`config.mk`:
```
export PLATFORM = sky130hd
export DESIGN_NAME = bank_req_arb
export DESIGN_NICKNAME = d
export VERILOG_FILES = /design/src/rtl/bank_req_arb.sv
export SDC_FILE = /design/constraint.sdc
export NUM_CORES = 1
export LEC_CHECK = 0
export BUFFER_PORTS_ARGS = -buffer_cell sky130_fd_sc_hd__buf_2
export CORE_UTILIZATION = 52
export CTS_CLUSTER_SIZE = 10
export DETAILED_ROUTE_END_ITERATION = 10
export GPL_TIMING_DRIVEN = 0
export MAX_ROUTING_LAYER = met4
export PLACE_DENSITY_LB_ADDON = 0.3
export SETUP_SLACK_MARGIN = 0.5
export SLEW_MARGIN = 20
export SYNTH_ARGS = -nofsm -noshare
export SYNTH_HDL_FRONTEND = slang
export SYNTH_SLANG_ARGS = --single-unit
```
`constraint.sdc`:
```
create_clock -name clk -period 5.63 [get_ports clk]
set_input_delay 0.8445 -clock clk [delete_from_list [all_inputs] [get_ports clk]]
set_output_delay 0.8445 -clock clk [all_outputs]
set_load 0.005 [all_outputs]
```
`src/rtl/bank_req_arb.sv`:
```
// Round-robin front end for a single-ported 16-bit bank shared by three requesters.
// Accepted requests issue one cycle later; reads return through an RD_LAT-deep tag pipeline.
module bank_req_arb #(
    parameter int unsigned ADDR_W = 8,
    parameter int unsigned RD_LAT = 1,
    parameter bit          WR_ACK = 1'b0
) (
    input  logic              clk,
    input  logic              rst,
    input  logic              p1_req_valid,
    output logic              p1_req_ready,
    input  logic              p1_we,
    input  logic [ADDR_W-1:0] p1_addr,
    input  logic [15:0]       p1_wdata,
    input  logic [1:0]        p1_req_tag,
    input  logic              p2_req_valid,
    output logic              p2_req_ready,
    input  logic              p2_we,
    input  logic [ADDR_W-1:0] p2_addr,
    input  logic [15:0]       p2_wdata,
    input  logic [1:0]        p2_req_tag,
    input  logic              p3_req_valid,
    output logic              p3_req_ready,
    input  logic              p3_we,
    input  logic [ADDR_W-1:0] p3_addr,
    input  logic [15:0]       p3_wdata,
    input  logic [1:0]        p3_req_tag,
    output logic              bank_en,
    output logic              bank_we,
    output logic [ADDR_W-1:0] bank_addr,
    output logic [15:0]       bank_wdata,
    input  logic [15:0]       bank_rdata,
    output logic              p1_resp_valid,
    output logic [15:0]       p1_resp_data,
    output logic [1:0]        p1_resp_tag,
    output logic              p2_resp_valid,
    output logic [15:0]       p2_resp_data,
    output logic [1:0]        p2_resp_tag,
    output logic              p3_resp_valid,
    output logic [15:0]       p3_resp_data,
    output logic [1:0]        p3_resp_tag
);

    typedef enum logic [1:0] {
        PTR_P1 = 2'd0,
        PTR_P2 = 2'd1,
        PTR_P3 = 2'd2
    } ptr_e;

    typedef struct packed {
        logic       vld;
        logic       rd;
        logic [1:0] port;
        logic [1:0] tag;
    } pipe_ent_t;

    ptr_e ptr_q, ptr_d;

    logic [2:0]        req_valid;
    logic [2:0]        req_we;
    logic [ADDR_W-1:0] req_addr  [3];
    logic [15:0]       req_wdata [3];
    logic [1:0]        req_tag   [3];

    logic [2:0] gnt_oh;
    logic [1:0] gnt_idx;
    logic       gnt_any;
    logic [2:0] cand;
    logic       accept;

    logic              bank_en_q, bank_we_q;
    logic [ADDR_W-1:0] bank_addr_q;
    logic [15:0]       bank_wdata_q;
    logic [1:0]        iss_port_q, iss_tag_q;

    pipe_ent_t pipe_q [RD_LAT];
    pipe_ent_t push_ent, exit_ent;

    logic [2:0]  resp_valid_q;
    logic [15:0] resp_data_q [3];
    logic [1:0]  resp_tag_q  [3];

    assign req_valid = {p3_req_valid, p2_req_valid, p1_req_valid};
    assign req_we    = {p3_we, p2_we, p1_we};
    assign req_addr  = '{p1_addr, p2_addr, p3_addr};
    assign req_wdata = '{p1_wdata, p2_wdata, p3_wdata};
    assign req_tag   = '{p1_req_tag, p2_req_tag, p3_req_tag};

    // Scan from the pointer, wrapping port 3 back to port 1; first valid port wins.
    always_comb begin
        gnt_oh  = '0;
        gnt_idx = '0;
        gnt_any = 1'b0;
        cand    = '0;
        for (int unsigned k = 0; k < 3; k++) begin
            cand = {1'b0, ptr_q} + 3'(k);
            if (cand >= 3'd3) cand = cand - 3'd3;
            if (!gnt_any && req_valid[cand[1:0]]) begin
                gnt_any          = 1'b1;
                gnt_idx          = cand[1:0];
                gnt_oh[cand[1:0]] = 1'b1;
            end
        end
    end

    assign accept       = gnt_any & ~rst;
    assign p1_req_ready = gnt_oh[0] & ~rst;
    assign p2_req_ready = gnt_oh[1] & ~rst;
    assign p3_req_ready = gnt_oh[2] & ~rst;

    always_comb begin
        ptr_d = ptr_q;
        if (accept) begin
            case (gnt_idx)
                2'd0:    ptr_d = PTR_P2;
                2'd1:    ptr_d = PTR_P3;
                default: ptr_d = PTR_P1;
            endcase
        end
    end

    always_ff @(posedge clk) begin
        if (rst) ptr_q <= PTR_P1;
        else     ptr_q <= ptr_d;
    end

    always_ff @(posedge clk) begin
        if (rst) begin
            bank_en_q    <= 1'b0;
            bank_we_q    <= 1'b0;
            bank_addr_q  <= '0;
            bank_wdata_q <= '0;
            iss_port_q   <= '0;
            iss_tag_q    <= '0;
        end else begin
            bank_en_q <= accept;
            bank_we_q <= accept & req_we[gnt_idx];
            if (accept) begin
                bank_addr_q  <= req_addr[gnt_idx];
                bank_wdata_q <= req_wdata[gnt_idx];
                iss_port_q   <= gnt_idx;
                iss_tag_q    <= req_tag[gnt_idx];
            end
        end
    end

    assign bank_en    = bank_en_q;
    assign bank_we    = bank_we_q;
    assign bank_addr  = bank_addr_q;
    assign bank_wdata = bank_wdata_q;

    // Silent writes still occupy a slot so read order and latency stay fixed.
    always_comb begin
        push_ent      = '0;
        push_ent.vld  = bank_en_q & (~bank_we_q | WR_ACK);
        push_ent.rd   = ~bank_we_q;
        push_ent.port = iss_port_q;
        push_ent.tag  = iss_tag_q;
    end

    always_ff @(posedge clk) begin
        if (rst) begin
            for (int unsigned k = 0; k < RD_LAT; k++) pipe_q[k] <= '0;
        end else begin
            pipe_q[0] <= push_ent;
            for (int unsigned k = 1; k < RD_LAT; k++) pipe_q[k] <= pipe_q[k-1];
        end
    end

    assign exit_ent = pipe_q[RD_LAT-1];

    always_ff @(posedge clk) begin
        if (rst) begin
            resp_valid_q <= '0;
            for (int unsigned p = 0; p < 3; p++) begin
                resp_data_q[p] <= '0;
                resp_tag_q[p]  <= '0;
            end
        end else begin
            resp_valid_q <= '0;
            if (exit_ent.vld) begin
                resp_valid_q[exit_ent.port] <= 1'b1;
                resp_data_q[exit_ent.port]  <= exit_ent.rd ? bank_rdata : 16'h0000;
                resp_tag_q[exit_ent.port]   <= exit_ent.tag;
            end
        end
    end

    assign p1_resp_valid = resp_valid_q[0];
    assign p2_resp_valid = resp_valid_q[1];
    assign p3_resp_valid = resp_valid_q[2];
    assign p1_resp_data  = resp_data_q[0];
    assign p2_resp_data  = resp_data_q[1];
    assign p3_resp_data  = resp_data_q[2];
    assign p1_resp_tag   = resp_tag_q[0];
    assign p2_resp_tag   = resp_tag_q[1];
    assign p3_resp_tag   = resp_tag_q[2];

endmodule

```
# [Word level (Yosys, flattened, before mapping)]
# Memories as Yosys holds them, arrays and structs flattened.
# Index checks and enable logic that the tools add are counted.
[classes] n_addsub=5 n_lt_le_gt_ge=13 eq_ne=1 muxes=53 bitwise_logic=12 n_reduce_logical=13
[op_table] op="two-way mux 16 bit" n=4
[op_table] op="binary-select mux 16 bit (select 2 bit)" n=1
[op_table] op="two-way mux 2 bit" n=11
[op_table] op="two-way mux 1 bit" n=20
[op_table] op="binary-select mux 8 bit (select 2 bit)" n=1
[op_table] op="two-way mux 8 bit" n=2
[op_table] op="OR reduction 16 bit" n=1
[op_table] op="< comparator 2 x 3 -> 1 bit, second input constant" n=5
[op_table] op="two-way mux 3 bit" n=3
[op_table] op="binary-select mux 1 bit (select 2 bit)" n=4
[op_table] op="demux 1 bit (select 2 bit)" n=4
[op_table] op=">= comparator 2 x 1 -> 1 bit, second input constant" n=4
[op_table] op="AND 1 bit" n=6
[op_table] op=">= comparator 3 x 2 -> 1 bit, second input constant" n=2
[op_table] op="logical AND 1 bit" n=6
[op_table] op="two-way mux 6 bit" n=1
[op_table] op="bitwise OR 3 bit" n=2
[op_table] op="OR reduction 6 bit" n=1
[op_table] op="subtractor 2 bit, second input constant" n=3
[op_table] op="binary-select mux 2 bit (select 2 bit)" n=1
[op_table] op="one-hot mux 2 bit (2 select lines)" n=1
[op_table] op="OR reduction 2 bit" n=2
[op_table] op="adder 2 x 1 -> 3 bit, second input constant" n=1
[op_table] op="adder 2 x 2 -> 3 bit, second input constant" n=1
[op_table] op="7 further kinds" n=10
[totals] reg_bits=35 mem_bits_rw=60 output_inout_bits=86 n_memories=3
[memory_table] memory="resp_data_q" words=3 word_bits=16 rd=3 rd_clocked_by_memory_dff=0 wr=3 line_no="80" text="logic [15:0] resp_data_q [3];"
[memory_table] memory="pipe_q" words=1 word_bits=6 rd=1 rd_clocked_by_memory_dff=0 wr=1 line_no="76" text="pipe_ent_t pipe_q [RD_LAT];"
[memory_table] memory="resp_tag_q" words=3 word_bits=2 rd=3 rd_clocked_by_memory_dff=0 wr=3 line_no="81" text="logic [1:0] resp_tag_q [3];"

# [Depth between registers and ports, before layout]
# Gate-level depths: netlist of run 1.
[logic_depth] word_depth=15 ltp_mapped=10 mapped_depth_nobuf=7

# [Worst setup path before layout of run 1]
# OpenSTA, ideal clock, no wires.
[synth_path] kind="input to output" start="in p3_req_valid" end="out p1_req_ready" t_arrival_ns=2.146 setup_slack_ns=2.640 cell_stages=6 cell_sequence="buf_2 mux2i_1 o21a_1 buf_2 a31oi_1 a211oi_1"
[synth_between] elab_chain_cells=10 elab_cells_between_ends=18 classes_between="mux (11); bitwise (3); reduce/logical (4)"
[synth_lines] item="start, declared" line_no="22" text="input logic p3_req_valid,"
[synth_lines] item="binary-select mux 1 bit (select 2 bit)" line_no="98" text="if (!gnt_any && req_valid[cand[1:0]]) begin"
[synth_lines] item="two-way mux 1 bit (implied by the code)" line_no="98"
[synth_lines] item="two-way mux 1 bit" line_no="98"
[synth_lines] item="zero test 1 bit" line_no="98"
[synth_lines] item="logical AND 1 bit" line_no="98"
[synth_lines] item="two-way mux 1 bit" line_no="98"
[synth_lines] item="zero test 1 bit" line_no="98"
[synth_lines] item="logical AND 1 bit" line_no="98"
[synth_lines] item="two-way mux 3 bit *" line_no="98"
[synth_lines] item="AND 1 bit *" line_no="107" text="assign p1_req_ready = gnt_oh[0] & ~rst;"
[synth_lines] item="end, declared" line_no="11" text="output logic p1_req_ready,"
# Every way passes the cells marked *; elsewhere a longest branch is shown, timed or not. The select of a mux whose other input is x is not followed.

# [Worst setup path after layout of run 1]
[layout_path] start="reg ptr_q[1]" end="out p1_req_ready"
[layout_between] elab_chain_cells=12 elab_cells_between_ends=44 classes_between="add/sub (5); order compare (9); mux (20); bitwise (3); reduce/logical (7)"
[layout_lines] item="start, declared" line_no="57" text="ptr_e ptr_q, ptr_d;"
[layout_lines] item="start signal, assigned" line_no="124" text="else ptr_q <= ptr_d;"
[layout_lines] item="adder 2 x 1 -> 3 bit, or another cell as far along" line_no="96" text="cand = {1'b0, ptr_q} + 3'(k);"
[layout_lines] item=">= comparator 3 x 2 -> 1 bit, or another cell as far along" line_no="97" text="if (cand >= 3'd3) cand = cand - 3'd3;"
[layout_lines] item="two-way mux 2 bit, or another cell as far along" line_no="97"
[layout_lines] item="< comparator 2 x 3 -> 1 bit (implied by the code), or another cell as far along" line_no="101" text="gnt_oh[cand[1:0]] = 1'b1;"
[layout_lines] item="logical AND 1 bit (implied by the code), or another cell as far along" line_no="101"
[layout_lines] item="two-way mux 1 bit (implied by the code), or another cell as far along" line_no="101"
[layout_lines] item="demux 1 bit (select 2 bit), or another cell as far along" line_no="101"
[layout_lines] item="bitwise OR 3 bit (no line) or two-way mux 1 bit (tied branches)"
[layout_lines] item="two-way mux 3 bit or zero test 1 bit (tied branches)" line_no="98"
[layout_lines] item="bitwise OR 3 bit (no line) or logical AND 1 bit (tied branches)"
[layout_lines] item="two-way mux 3 bit *" line_no="98"
[layout_lines] item="AND 1 bit *" line_no="107"
# Marks and branches as above.

==> results of run 1 <==
synth_stat cells, types with 4 or more instances:
cell type,number
a21oi_1,4
nor2_1,61
ha_1,4
a31oi_1,14
inv_1,49
nor2b_1,6
nand2b_1,7
o221ai_2,10
o221ai_1,6
nand4_1,13
dfxtp_1,41
o211ai_1,13
clkbuf_1,20
nand2_1,46
edfxtp_1,54
a211oi_1,15
buf_6,4
buf_2,8
a221oi_1,12
mux2i_1,16
kinds of logic after synthesis:
| kind of cell | count (synthesis) |
|---|---|
| AO/OA/AOI/OAI | 87 |
| adder cells (fa/ha/maj) | 4 |
| buffers and inverters | 82 |
| flip-flops | 95 |
| multiplexers | 21 |
| AND/OR/NAND/NOR | 148 |
power groups by stage:
stage	registers, mW	clock network [mW]	logic [mW]
6_report	0.904	0.456	0.967
5_1_grt	0.917	0.490	1.05
4_1_cts	0.904	0.461	0.964
3_5_place_dp	0.918	0	0.962
3_3_place_gp	0.915	0	0.945
2_1_floorplan	0.921	0	0.663
layer usage:
| layer | wire [um] | vias to the layer above |
|---|---|---|
| met2 | 5610 | 192 |
| met5 | 0 | - |
| met4 | 152 | 0 |
| met3 | 846 | 16 |
| met1 | 4820 | 1865 |
| li1 | - | 1965 |
worst register-to-register path: stages, from the launching register on:
cell and delay, ns:
dfxtp_1 0.39, inv_1 0.08, ha_1 0.19, buf_6 0.15
mux2i_1 0.43, o21ai_2 0.15, nor4_1 0.83, buf_2 0.36
nand2_1 0.11, o221ai_2 0.07
cell type report:
cell class	count	area, um^2	area share (%)
buffer	33	168	2.89
clock buffer	9	124	2.14
clock inverter	7	86.3	1.49
inverter	49	184	3.17
multi-input combinational	260	1730	29.9
sequential	95	2440	42.1
tap	105	131	2.27
timing repair buffer	186	931	16.1
registers in the layout, summed over array words and instances, names as in the netlist:
register      flops
bank_wdata       16
bank_addr         8
resp_valid_q      3
resp_tag_q        6
iss_tag_q         2
bank_we           1
ptr_q             2
iss_port_q        2
pipe_q            6
resp_data_q      48
bank_en           1
how the worst min path moves through the flow:
stage / start / to / slack, ns / cells after the start
finish: bank_en / pipe_q[0][5] / 0.46 / 1
detailed placement: bank_addr[6] / bank_addr[6] / 0.45 / 2
CTS: bank_en / pipe_q[0][5] / 0.47 / 1
global route: iss_port_q[0] / pipe_q[0][2] / 0.48 / 1
floorplan: bank_we / pipe_q[0][4] / 0.42 / 1
global placement: bank_en / pipe_q[0][5] / 0.44 / 1
per-stage QoR:
stage          util [%]  worst slack (ns)
2_1_floorplan         -              2.64
3_5_place_dp       67.0              2.26
4_1_cts            69.5              2.09
3_3_place_gp       67.0              2.27
6_report           69.5              2.08
5_1_grt            69.5              1.91
==> results.tsv, run 1 <==
stage	metric	value	unit
run_status	status	finished clean	
finish	most common cell after layout, fill and taps aside	buf_2	
routing	Avg WL per Cell	15.3	um
grt	GR Util met3	4.78	%
grt	met1 Use GR	32.5	%
power	Switch Pwr	0.894	mW
finish	Final Net Count	740	
power	peak supply drop	0.230	mV
cts	TritonCTS clock tree	yes	
yosys	Warnings, synthesis	0	
yosys	sequential fraction of the synthesis area	54.0	%
power	internal power	1.43	mW
setup_path	Worst Setup Start Kind	register	
timing	Rel. slew slack	33.2	%
finish	Ant. Diodes	0	
finish	Layout area overhead	28.1	%
yosys	Yosys cell types	47	
timing	final setup fails	0	
setup_path	critical path cell sequence	inv_1 > ha_1 > buf_6 > mux2i_1 > o21a_1 > buf_2 > a31oi_1 > a211oi_1 > buf_2	
grt	gr busiest metal	met2	
grt	first-pass GRT wire length	17400	um
finish	commonest non-fill, non-tap cells in the layout	buf_2, nor2_1, edfxtp_1	
cts	Clock Latency Late Sink	0.36	ns
setup_path	R2R depth	9	
power	Reg power frac	38.9	%
setup_path	Worst Setup Path Type	register to output port	
floorplan	boundary pin count	188	
cts	CTS Hold Buffers Added	0	
power	static leakage	2.62	nW
grt	number of global-route vias before repair	3703	
yosys	Post-synth EDFFs	54	
cts	post-CTS sizing	0	
power	combinational power share	41.5	%
grt	GRT met2 Usage	42.6	%
yosys	Yosys top cell area share	35.8	%
worst_hold_path	Hold Crit Class	register to register	
timing	min cycle time layout	3.55	ns
floorplan	num rows	33	
floorplan	Die ar.	9080	um^2
yosys	Post-synth ARST share	0	%
cts	Clock Sinks	95	
floorplan	die span in y	95.3	um
power	switching share of power	38.4	%
setup_path	origin of the critical flop-to-flop path	ptr_q[1]	
finish	filler instances	659	
cts	CTS max path bufs	2	
run	maxcap violations	0	
setup_path	reg2reg setup slack	2.82	ns
floorplan	Placeable Area	8340	um^2
power	Power Density	401	nW/um^2
floorplan	Die Wd	95.3	um
grt	global router's overall resource usage	25.9	%
placed_design	port bufs	186	
setup_path	Critical Path Most Common Cell	buf_2	
finish	fin area	5800	um^2
setup_path	data required time at the worst endpoint	4.79	ns
cts	Worst-path clk slew	0.10	ns
setup_path	arrival time at the worst endpoint	2.71	ns
grt	total global routing overflow	0	
yosys	Post-Syn Area	4530	um^2
finish	layout cell share with drive strength beyond 1	37.2	%
routing	DRT Pass-1 Iters	5	
yosys	Post-Synthesis Cells	437	
timing	setup TNS	0	ns
timing	share of the clock period used by the worst path	63.1	%
setup_path	r2r endpoint	bank_addr[1]	
timing	max-slew violation count	0	
yosys	XOR/XNOR Fraction of Synth Area	0	%
yosys	largest family of logic cells by synthesized area	compound AO/OA/AOI/OAI gates	
routing	via density per instance	5.43	
placed_design	dpl cells	728	
yosys	top area cells in the synthesized netlist	edfxtp_1, dfxtp_1, nor2_1	
timing	Fmax	0.282	GHz
grt	initial antenna violation count	0	
cts	clk root buf	clkbuf_8	
routing	DR vias	4038	
floorplan	starting density of the core	54.3	%
grt	largest net degree at the start of global routing	21	
timing	hold_ws	0.463	ns
setup_path	CP peak stage delay	0.42	ns
setup_path	crit path max-delay cell type	mux2i_1	
setup_path	cell family with most CP delay	compound AO/OA/AOI/OAI gates	
placed_design	Post-Place Cell Area	5590	um^2
setup_path	WP depth	9	
routing	Total Wirelength	11400	um
power	Clk network pwr share	19.6	%
yosys	most common flop cell mapped by yosys	edfxtp_1	
yosys	adder and majority cell fraction of the synthesized area	1.11	%
yosys	post-synthesis simple-gate area fraction	15.5	%
cts	Post CTS Setup Buffer Count	0	
yosys	mux share of post-synthesis cell area	5.36	%
timing	unrepaired setup endpoints after global routing	no	
setup_path	WP buf/inv	4	
placed_design	Final HPWL DP	8580	um
yosys	syn nets	543	
setup_path	worst setup path end	p1_req_ready	
timing	Final Skew	0.0108	ns
setup_path	Worst Setup End Kind	output port	
setup_path	CP startpoint	ptr_q[1]	
power	Final Power	2.33	mW
yosys	area leader, netlist	edfxtp_1	
yosys	area fraction in compound gates after synthesis	16.3	%
cts	H-tree levels	3	
timing	final hold vios	0	
timing	Slew @ Worst Pin	0.993	ns
finish	Final Non-Filler Cells	744	
yosys	Avg Synthesized Cell Area	10.4	um^2
cts	CTS buffer count	9	
yosys	Seq cells post-synth	95	
routing	Antenna Violating Nets Remaining	0	
setup_path	worst-path fanout max	10	
routing	Iteration-0 DRC Markers	220	
placed_design	GPL Wtd Cong	0.855	
routing	Remaining DRCs	0	
Note: power is estimated with default switching activity, not from simulation.
==> inputs of run 2 (changes only) <==
--- a/config.mk
+++ b/config.mk
@@ -6,7 +6,7 @@
 export NUM_CORES = 1
 export LEC_CHECK = 0
 export BUFFER_PORTS_ARGS = -buffer_cell sky130_fd_sc_hd__buf_2
-export CORE_UTILIZATION = 52
+export CORE_UTILIZATION = 48
 export CTS_CLUSTER_SIZE = 10
 export DETAILED_ROUTE_END_ITERATION = 10
 export GPL_TIMING_DRIVEN = 0
==> constraint.sdc (replaced) <==
create_clock -name clk -period 3.5 [get_ports clk]
set_input_delay 0.525 -clock clk [delete_from_list [all_inputs] [get_ports clk]]
set_output_delay 0.525 -clock clk [all_outputs]
set_load 0.005 [all_outputs]
==> run 2 against run 1 <==
Against the previous run:
- count of clock-buffer cells in the layout did not move
- worst setup slack got worse by 1.5 ns
- global-route usage fell by 2.7 points
- die area rose by 8.1%
- non-clock buffer count rose by 3
- final cell count rose by 1.2%
- critical path type unchanged
==> results.tsv, run 2 (synthesized netlist as in run 1, its figures left out) <==
stage	metric	value	unit
run_status	status	finished clean	
placed_design	dpl cells	734	
routing	via density per instance	5.36	
floorplan	boundary pin count	188	
power	Final Power	3.80	mW
cts	Clock Sinks	95	
setup_path	crit path max-delay cell type	dfxtp_1	
power	Power Density	647	nW/um^2
setup_path	arrival time at the worst endpoint	2.39	ns
routing	DR vias	4035	
cts	CTS Hold Buffers Added	0	
timing	final hold vios	0	
power	Reg power frac	38.3	%
power	peak supply drop	0.297	mV
finish	filler instances	777	
finish	Final Net Count	743	
placed_design	port bufs	186	
placed_design	Post-Place Cell Area	5600	um^2
timing	unrepaired setup endpoints after global routing	yes	
cts	CTS max path bufs	2	
setup_path	Worst Setup Start Kind	register	
setup_path	worst-path fanout max	10	
cts	CTS buffer count	9	
cts	TritonCTS clock tree	yes	
power	Clk network pwr share	19.0	%
timing	max-slew violation count	0	
floorplan	Die ar.	9820	um^2
power	Switch Pwr	1.45	mW
grt	total global routing overflow	0	
cts	clk root buf	clkbuf_8	
setup_path	Worst Setup Path Type	register to output port	
setup_path	data required time at the worst endpoint	2.97	ns
timing	final setup fails	0	
setup_path	Worst Setup End Kind	output port	
routing	DRT Pass-1 Iters	6	
grt	initial antenna violation count	0	
timing	Rel. slew slack	38.2	%
timing	Slew @ Worst Pin	0.928	ns
finish	layout cell share with drive strength beyond 1	38.6	%
floorplan	num rows	35	
power	switching share of power	38.1	%
timing	share of the clock period used by the worst path	83.3	%
placed_design	GPL Wtd Cong	0.880	
cts	Worst-path clk slew	0.11	ns
worst_hold_path	Hold Crit Class	primary input to register	
power	combinational power share	42.8	%
run	maxcap violations	0	
finish	max reg flops	48	
routing	Remaining DRCs	0	
placed_design	Final HPWL DP	8290	um
grt	number of global-route vias before repair	3709	
finish	Ant. Diodes	0	
routing	Avg WL per Cell	14.9	um
timing	setup TNS	0	ns
grt	first-pass GRT wire length	17600	um
setup_path	CP peak stage delay	0.34	ns
routing	Antenna Violating Nets Remaining	0	
setup_path	critical path cell sequence	inv_1 > ha_1 > buf_4 > nand3b_2 > o211a_4 > clkbuf_2 > a211oi_1 > buf_2	
finish	Biggest register	resp_data_q	
routing	Iteration-0 DRC Markers	159	
finish	final core utilization	63.8	%
floorplan	Die Wd	99.1	um
floorplan	die span in y	99.1	um
timing	Fmax	0.343	GHz
timing	Final Skew	0.0222	ns
finish	fin area	5870	um^2
finish	Final Non-Filler Cells	753	
timing	min cycle time layout	2.92	ns
finish	Layout area overhead	29.7	%
cts	H-tree levels	3	
floorplan	Placeable Area	9200	um^2
grt	largest net degree at the start of global routing	21	
power	static leakage	2.64	nW
finish	most common cell after layout, fill and taps aside	buf_2	
power	internal power	2.35	mW
finish	commonest non-fill, non-tap cells in the layout	buf_2, nor2_1, edfxtp_1	
floorplan	starting density of the core	49.2	%
cts	Clock Latency Late Sink	0.35	ns
grt	global router's overall resource usage	23.2	%
routing	Total Wirelength	11200	um
==> run 2: cell types whose count changed in the layout (fill, tap and decap cells not counted), sizes merged <==
cell / previous run / this run
clkbuf: 29 / 30
buf: 199 / 201
==> run 2: layer usage <==
metal,track usage [%],vias to the layer above,wire [um]
met2,38.4,191,5570
li1,-,1964,-
met4,6.00,0,119
met3,3.16,10,709
met1,30.4,1870,4830
met5,-,-,0
==> run 2: worst max-delay path: cells and delay by family, from the launching register on <==
| kind | cells | cell delay (ns) |
|---|---|---|
| buffers and inverters | 4 | 0.67 |
| AOI/OAI and AO/OA | 2 | 0.54 |
| DFF | 1 | 0.34 |
| adders and majority gates | 1 | 0.27 |
| and+or+nand+nor | 1 | 0.24 |
==> run 2: power groups by stage <==
stage               Combinational (mW)  Sequential [mW]  Clock (mW)
CTS                               1.57             1.45       0.734
floorplan                         1.07             1.48           0
global route                      1.77             1.47       0.783
global placement                  1.51             1.47           0
detailed placement                1.55             1.48           0
finish                            1.62             1.45       0.721
==> run 2: what timing repair did <==
item                                    in CTS  in global routing
gates resized for setup                      3                  8
endpoints found under the setup margin       3                  3
buffers inserted                             1                  2
==> run 2: cell type report <==
class                           instances  area (um^2)  share of cell area [%]
Buffer                                 33          171                    2.92
Tap cell                              111          139                    2.37
Timing Repair Buffer                  189          953                    16.2
Inverter                               49          184                    3.13
Clock buffer                            9          124                    2.11
Clock inverter                          7         86.3                    1.47
Multi-Input combinational cell        260         1770                    30.1
Sequential cell                        95         2440                    41.6
==> run 2: stage by stage <==
step           worst slack, ns  hold WS [ns]
3_3_place_gp             0.737         0.434
2_1_floorplan             1.09         0.419
3_5_place_dp             0.702         0.440
4_1_cts                  0.502         0.422
6_report                 0.583         0.432
5_1_grt                  0.462         0.421
==> run 2: path summary, 6_finish.rpt <==
kind / cells past startpoint / start / to / slack (ns)
max: 8 / ptr_q[0] / p2_req_ready / 0.58
min reg2reg: 1 / bank_en / pipe_q[0][5] / 0.46
min: 3 / p3_we / bank_we / 0.43
max reg2reg: 8 / ptr_q[0] / bank_addr[2] / 0.86
